**src/rtl/prog_loader.sv**
```systemverilog
// Boot-time program loader: arms on a sync byte, packs UART bytes big-endian into 32-bit words,
// writes them to instruction memory until an all-zero terminator, then acknowledges over UART.
module prog_loader #(
  parameter int unsigned ADDR_W    = 8,
  parameter logic [7:0]  SYNC_BYTE = 8'hAA,
  parameter logic [7:0]  ACK_BYTE  = 8'h55
) (
  input  logic              clk,
  input  logic              rstn,
  input  logic [7:0]        rx_data_i,
  input  logic              rx_ready_i,
  input  logic              rx_ferr_i,
  output logic [7:0]        tx_data_o,
  output logic              tx_start_o,
  input  logic              tx_busy_i,
  output logic              imem_we_o,
  output logic [ADDR_W-1:0] imem_addr_o,
  output logic [31:0]       imem_wdata_o,
  output logic [ADDR_W:0]   word_count_o,
  output logic              load_done_o,
  output logic              load_err_o
);

  typedef enum logic [2:0] {StIdle, StRecv, StWrite, StAck, StDone, StErr} state_e;

  localparam logic [ADDR_W-1:0] LastAddr = '1;

  state_e            state_q, state_d;
  logic [1:0]        byte_idx_q, byte_idx_d;
  logic [31:0]       shift_q, shift_d;
  logic [31:0]       wdata_q, wdata_d;
  logic [ADDR_W-1:0] addr_q, addr_d;
  logic [ADDR_W:0]   count_q, count_d;
  logic [7:0]        tx_data_q, tx_data_d;
  logic              tx_start_q, tx_start_d;
  logic              take_byte;

  always_ff @(posedge clk) begin
    if (!rstn) begin
      state_q    <= StIdle;
      byte_idx_q <= '0;
      shift_q    <= '0;
      wdata_q    <= '0;
      addr_q     <= '0;
      count_q    <= '0;
      tx_data_q  <= '0;
      tx_start_q <= 1'b0;
    end else begin
      state_q    <= state_d;
      byte_idx_q <= byte_idx_d;
      shift_q    <= shift_d;
      wdata_q    <= wdata_d;
      addr_q     <= addr_d;
      count_q    <= count_d;
      tx_data_q  <= tx_data_d;
      tx_start_q <= tx_start_d;
    end
  end

  always_comb begin
    state_d    = state_q;
    byte_idx_d = byte_idx_q;
    shift_d    = shift_q;
    wdata_d    = wdata_q;
    addr_d     = addr_q;
    count_d    = count_q;
    tx_data_d  = tx_data_q;
    tx_start_d = 1'b0;
    take_byte  = 1'b0;

    unique case (state_q)
      StIdle: begin
        if (rx_ready_i && !rx_ferr_i && rx_data_i == SYNC_BYTE) state_d = StRecv;
      end
      StRecv: take_byte = 1'b1;
      StWrite: begin
        count_d = count_q + 1'b1;
        if (wdata_q == '0) begin
          state_d = StAck;
        end else if (addr_q == LastAddr) begin
          state_d = StErr;
        end else begin
          addr_d    = addr_q + 1'b1;
          state_d   = StRecv;
          // A byte landing in this cycle already belongs to the next word.
          take_byte = 1'b1;
        end
      end
      StAck: begin
        if (!tx_busy_i) begin
          tx_start_d = 1'b1;
          tx_data_d  = ACK_BYTE;
          state_d    = StDone;
        end
      end
      StDone, StErr: ;
      default: state_d = StIdle;
    endcase

    if (take_byte && rx_ready_i) begin
      if (rx_ferr_i) begin
        state_d = StErr;
      end else begin
        // Lane index 8*(3-idx): first byte lands in [31:24].
        shift_d[{~byte_idx_q, 3'b000} +: 8] = rx_data_i;
        byte_idx_d = byte_idx_q + 2'd1;
        if (byte_idx_q == 2'd3) begin
          wdata_d = {shift_q[31:8], rx_data_i};
          state_d = StWrite;
        end
      end
    end
  end

  assign imem_we_o    = (state_q == StWrite);
  assign imem_addr_o  = addr_q;
  assign imem_wdata_o = wdata_q;
  assign word_count_o = count_q;
  assign tx_data_o    = tx_data_q;
  assign tx_start_o   = tx_start_q;
  assign load_done_o  = (state_q == StDone);
  assign load_err_o   = (state_q == StErr);

endmodule

```
**config.mk**
```make
export PLATFORM = sky130hd
export DESIGN_NAME = prog_loader
export DESIGN_NICKNAME = d
export VERILOG_FILES = /design/src/rtl/prog_loader.sv
export SDC_FILE = /design/constraint.sdc
export NUM_CORES = 1
export LEC_CHECK = 0
export BUFFER_PORTS_ARGS = -buffer_cell sky130_fd_sc_hd__clkbuf_2
export CORE_MARGIN = 2
export CORE_UTILIZATION = 36
export CTS_CLUSTER_DIAMETER = 80
export DETAILED_ROUTE_END_ITERATION = 8
export PLACE_DENSITY = 0.59
export SLEW_MARGIN = 25
export SYNTH_ARGS = -nofsm -noshare
export SYNTH_HDL_FRONTEND = slang
export SYNTH_SLANG_ARGS = --single-unit
```
**constraint.sdc**
```tcl
create_clock -name clk -period 2.5 [get_ports clk]
set_input_delay 0.5 -clock clk [delete_from_list [all_inputs] [get_ports clk]]
set_output_delay 0.5 -clock clk [all_outputs]
set_load 0.02 [all_outputs]
```
* Word-level counts from Yosys, hierarchy flattened
Cells that the tools add are included.
** Storage, ports and cells
- Bits in writable memories :: 0
- Latch bits :: 0
- Input bits :: 13
- Output and inout port bits :: 61
- Memories :: 0
- Word-level logic and storage cells :: 52
- Register bits :: 88
- Memory bits (read-only) :: 0
** Cells by class
- $lt $le $gt $ge :: 0
- Equality and inequality tests :: 8
- Add/sub/neg operators :: 4
- Multiply operators :: 0
- Mux-type cells :: 13
- Reductions and logical operators :: 12
- Shifts and indexed selects :: 2
- Divide/modulo/power cells :: 0
- Bitwise logic cells :: 5
** Operators with widths (number)
- bitwise mux 32 bit :: 1
- logical NOT 32 bit :: 1
- variable shift 8 x 7 -> 32 bit (first input constant) :: 1
- indexed part select 8 x 7 -> 32 bit :: 1
- 2-to-1 mux 3 bit :: 7
- == test 8 bit (second input constant) :: 2
- one-hot mux 3 bit (4 select lines) :: 1
- adder 9 x 1 -> 9 bit (second input constant) :: 1
- adder 8 x 1 -> 8 bit (second input constant) :: 1
- negation 5 -> 7 bit :: 1
- == test 3 x 2 -> 1 bit (second input constant) :: 2
- == test 3 bit (second input constant) :: 2
- AND reduction 2 bit :: 3
- AND reduction 3 bit :: 2
- inverter 1 bit :: 4
- == test 3 x 1 -> 1 bit (second input constant) :: 1
- logical AND 1 bit :: 3
- logical NOT 3 bit :: 1
- 2-to-1 mux 1 bit :: 3
- OR reduction 3 bit :: 1
- adder 2 x 1 -> 2 bit (second input constant) :: 1
- == test 2 bit (second input constant) :: 1
- inverter 2 bit :: 1
- one-hot mux 1 bit (2 select lines) :: 1
- logical NOT 1 bit :: 1

* Logic depth before layout (Yosys ltp)
- Word-level depth :: 8
- Mapped depth :: 8
- Gate-level depth less buffers :: 6

* Least setup slack after synthesis
No wires, ideal clock.
- Path kind :: flip-flop to flip-flop
- From :: register addr_q[0], in the netlist imem_addr_o[0]
- To :: register state_q[1]
- Data arrival time :: 1.770 ns
- Library setup time :: 0.119 ns
- Setup slack :: 0.611 ns
- Cell stages (with the launch flop) :: 9
- Clock period less this slack :: 1.889 ns
- Required time :: 2.381 ns
- Buffers on the path :: 2
- Cell sequence :: dfxtp_1 ha_1 nand3_1 o21a_1 o21ai_2 buf_6 clkbuf_8 a21oi_1 o221a_2
** Between the ends
- Cells in the longest elaborated chain, start to end :: 6
** RTL lines
- start, declared :: RTL line 32 : logic [ADDR_W-1:0] addr_q, addr_d;
- start signal, assigned :: RTL line 53 : addr_q <= addr_d;
- == test 8 bit :: RTL line 80 : end else if (addr_q == LastAddr) begin
- 2-to-1 mux 1 bit :: RTL line 80
- 2-to-1 mux 1 bit :: RTL line 78 : if (wdata_q == '0) begin
- one-hot mux 1 bit (2 select lines) :: RTL line 71 : unique case (state_q)
- logical AND 1 bit :: RTL line 100 : if (take_byte && rx_ready_i) begin
- 2-to-1 mux 3 bit :: RTL line 100
- end signal, assigned :: RTL line 40 : state_q <= StIdle;
- end signal, assigned :: RTL line 49 : state_q <= state_d;
- end, declared :: RTL line 28 : state_e state_q, state_d;
No other way between the ends.
A chain may end at the register's enable or synchronous reset.

* Final worst setup path
- From :: register wdata_q[17], in the netlist imem_wdata_o[17]
- To :: register wdata_q[23], in the netlist imem_wdata_o[23]
** Between the ends
- Cells in the longest elaborated chain, start to end :: 5
** RTL lines
- start, declared :: RTL line 31 : logic [31:0] wdata_q, wdata_d;
- start signal, assigned :: RTL line 52 : wdata_q <= wdata_d;
- logical NOT 32 bit :: RTL line 78
- 2-to-1 mux 1 bit :: RTL line 78
- one-hot mux 1 bit (2 select lines) :: RTL line 71
- logical AND 1 bit :: RTL line 100
- AND reduction 3 bit (no line)
No other way between the ends.

==> impl_metrics.ini <==
[critical_path]
worstSetupEndpointType = flip-flop
crit_chain = nor4_1 > nand4_1 > o21ai_2 > a21oi_4 > buf_4 > mux2i_1
worst_ep_required_time_ns = 2.71
cpMaxStageDelayCell = nor4_1
start_kind = flip-flop
path_depth = 6
cp_data_arrival_time_ns = 2.39
crit_fanout = 32
path_class = flip-flop to flip-flop
crit_family = simple AND/OR/NAND/NOR gates
ff2ff_path_depth = 6
critPathMaxStageDelay_ns = 0.52
cp.buffers_inverters = 1

[sta]
report.final.slew_viol_count = 0
fmax_mhz = 460
finClkSkew_ns = 0.0135
fin_tns_setup_ns = 0
fin_crit_sh_pct = 87.0
worst_pin_slew_ns = 0.560
finalSetupViolCount = 0
slew_headroom_pct = 62.7
hold_slack_ns = 0.451
finalHoldViolCount = 0
period_minus_slack_ns = 2.18
rsz0062_at_grt = false

[yosys]
syn_inst = 385
ys.flop_type = dfxtp_1
synth_top_cell_by_area = dfxtp_1
async_flop_share_pct = 0
synth_edf_count = 0
yosysSeqAreaShare_pct = 44.9
synth.ff_latch_count = 80
synthTopCellsByArea = dfxtp_1 45%, mux2i_1 17%, nand2_1 8.8%
yosys-top-cells-count = 84 x nand2_1, 80 x dfxtp_1, 59 x mux2i_1
yosysMostFrequentCell = nand2_1
synth_top_cell_area_share_pct = 44.9
yosys_warnings = 0
avgSynthCellArea_sq_um = 9.26
syn_area_sq_um = 3570
synth_cell_type_count = 44

[placement]
place_hpwl_microns = 5920
io_buffers = 69
gp_congestion = 0.774
dpl.cell_count = 573

[cts]
postCtsHoldBufs = 0
clk_path_buf_depth = 2
h-tree-depth = 3
clkLatencyLatePin_ns = 0.35
post_cts_resized = 0
clk_pin_slew_ns = 0.08
post_cts_buffers = 0
cts_tree = done
cts_num_sinks = 80
cts_buffers = 9
clock-root-buffer = clkbuf_8

[floorplan]
coreArea_sq_um = 9680
die_h_microns = 104
start_util_pct = 36.8
row_count = 36
die_w_microns = 104
ioPinCount = 74
dieArea_sq_um = 10700

[grt]
grtUsageMet3_pct = 4.47
busiest_layer = met2
overflow = 0
grt_max_degree = 96
use_met2_pct = 24.9
grt_use_met1_pct = 20.9
grt_first_pass_wirelength_microns = 13700
grt_pass1_vias = 2812
antenna_found_initial = 0
grt_util_all_layers_pct = 15.6

[finish]
insertedDiodeCount = 0
layoutNonFillerInstCount = 589
nets = 470
nFillCells = 956
syn2layout_area_growth_pct = 17.1
final_util_pct = 43.1
layout-drive-gt1-share_pct = 23.2

[worst_hold_path]
worstHoldPathType = input pin to flip-flop
hold_path_depth = 3

[outcome]
status = complete, no violations

[power]
p_per_area_nw_per_um2 = 525
swShare_pct = 24.5
power_leakage_nw = 1.53
fin_total_pwr_mw = 2.19
seq_power_share_pct = 58.0
power_frac_comb_pct = 3.4
clkPwrFrac_pct = 38.6
vdd_ir_drop_max_mv = 0.267
p_switching_uw = 538
intPower_mw = 1.66

[run]
maxCapViolations = 0

[routing]
dr.pass1.iters = 4
routed_wl_microns = 8280
drtIter0Drc = 146
wire_per_inst_microns = 14.1
remaining_drc_errors = 0
drtAntennaViolNets = 0
vias = 2904
vias_per_cell = 4.93
-- cell families (layout without fill, tap and decap cells) --
kind of cell	after synthesis	in the layout	share of synthesized area, %
AOI/OAI and AO/OA	37	37	7.30
xor gates and xnor gates	7	7	1.72
adders and majority gates	6	6	2.11
buffers and inverters	33	101	5.65
DFF	80	80	44.9
muxes	59	59	16.6
other	1	4	0.105
and+or+nand+nor	162	162	21.6
-- cells in the final DEF (no fill, tap or decap), drive strengths merged, types with 4 or more instances in the layout --
master and n:
a21oi 16, buf 10, clkbuf 79, clkinv 4
conb 4, dfxtp 80, ha 6, inv 7
mux2i 59, nand2 84, nand3 28, nand4 6
nor2 11, nor3b 5, nor4 9, o21ai 10
or3 6, xor2 6
-- path summary, 6_finish.rpt --
path / from / to / slack (ns)
setup / recovery: imem_wdata_o[17]$_SDFFE_PN0P_ / imem_wdata_o[23]$_SDFFE_PN0P_ / 0.32
hold / removal: rx_data_i[6] / imem_wdata_o[6]$_SDFFE_PN0P_ / 0.45
setup reg to reg: imem_wdata_o[17]$_SDFFE_PN0P_ / imem_wdata_o[23]$_SDFFE_PN0P_ / 0.32
hold reg to reg: shift_q[19]$_SDFFE_PN0P_ / imem_wdata_o[19]$_SDFFE_PN0P_ / 0.48
-- routing by layer --
metal / up-vias / routed length [microns]
met3: 6 / 422
met1: 1354 / 3940
li1: 1459 / -
met2: 85 / 3820
met5: - / 0
met4: 0 / 93
-- cell type report --
class / instances / area, sq um / share of cell area [%]
clock buffers: 10 / 128 / 3.06
flip-flops and latches: 80 / 1600 / 38.3
repair buffers: 79 / 433 / 10.4
inverters: 6 / 22.5 / 0.539
multi-input cells: 275 / 1780 / 42.7
clock inverters: 6 / 43.8 / 1.05
well taps: 133 / 166 / 3.98
-- through the flow --
step	setup slack, ns	area (sq um)
6_report	0.325	4180
2_1_floorplan	0.611	3580
4_1_cts	0.287	4180
5_1_grt	0.238	4180
3_3_place_gp	0.303	4010
3_5_place_dp	0.295	4010
-- worst min-delay path: stages --
cell,delay (ns)
clkbuf_2,0.13
nand2_1,0.07
mux2i_1,0.06
-- power groups by stage --
stage          registers [mW]  logic, mW  clock network (mW)
2_1_floorplan            1.30     0.0489                   0
3_3_place_gp             1.30     0.0748                   0
3_5_place_dp             1.30     0.0750                   0
4_1_cts                  1.27     0.0755               0.873
5_1_grt                  1.27     0.0833               0.923
6_report                 1.27     0.0748               0.846
-- state kept, by name, summed over array words and instances (netlist names) --
name / count
byte_idx_q: 2
imem_addr_o: 8
imem_wdata_o: 32
shift_q: 24
state_q: 3
tx_data_o: 1
tx_start_o: 1
word_count_o: 9
Power figures use the tool's default switching activity.
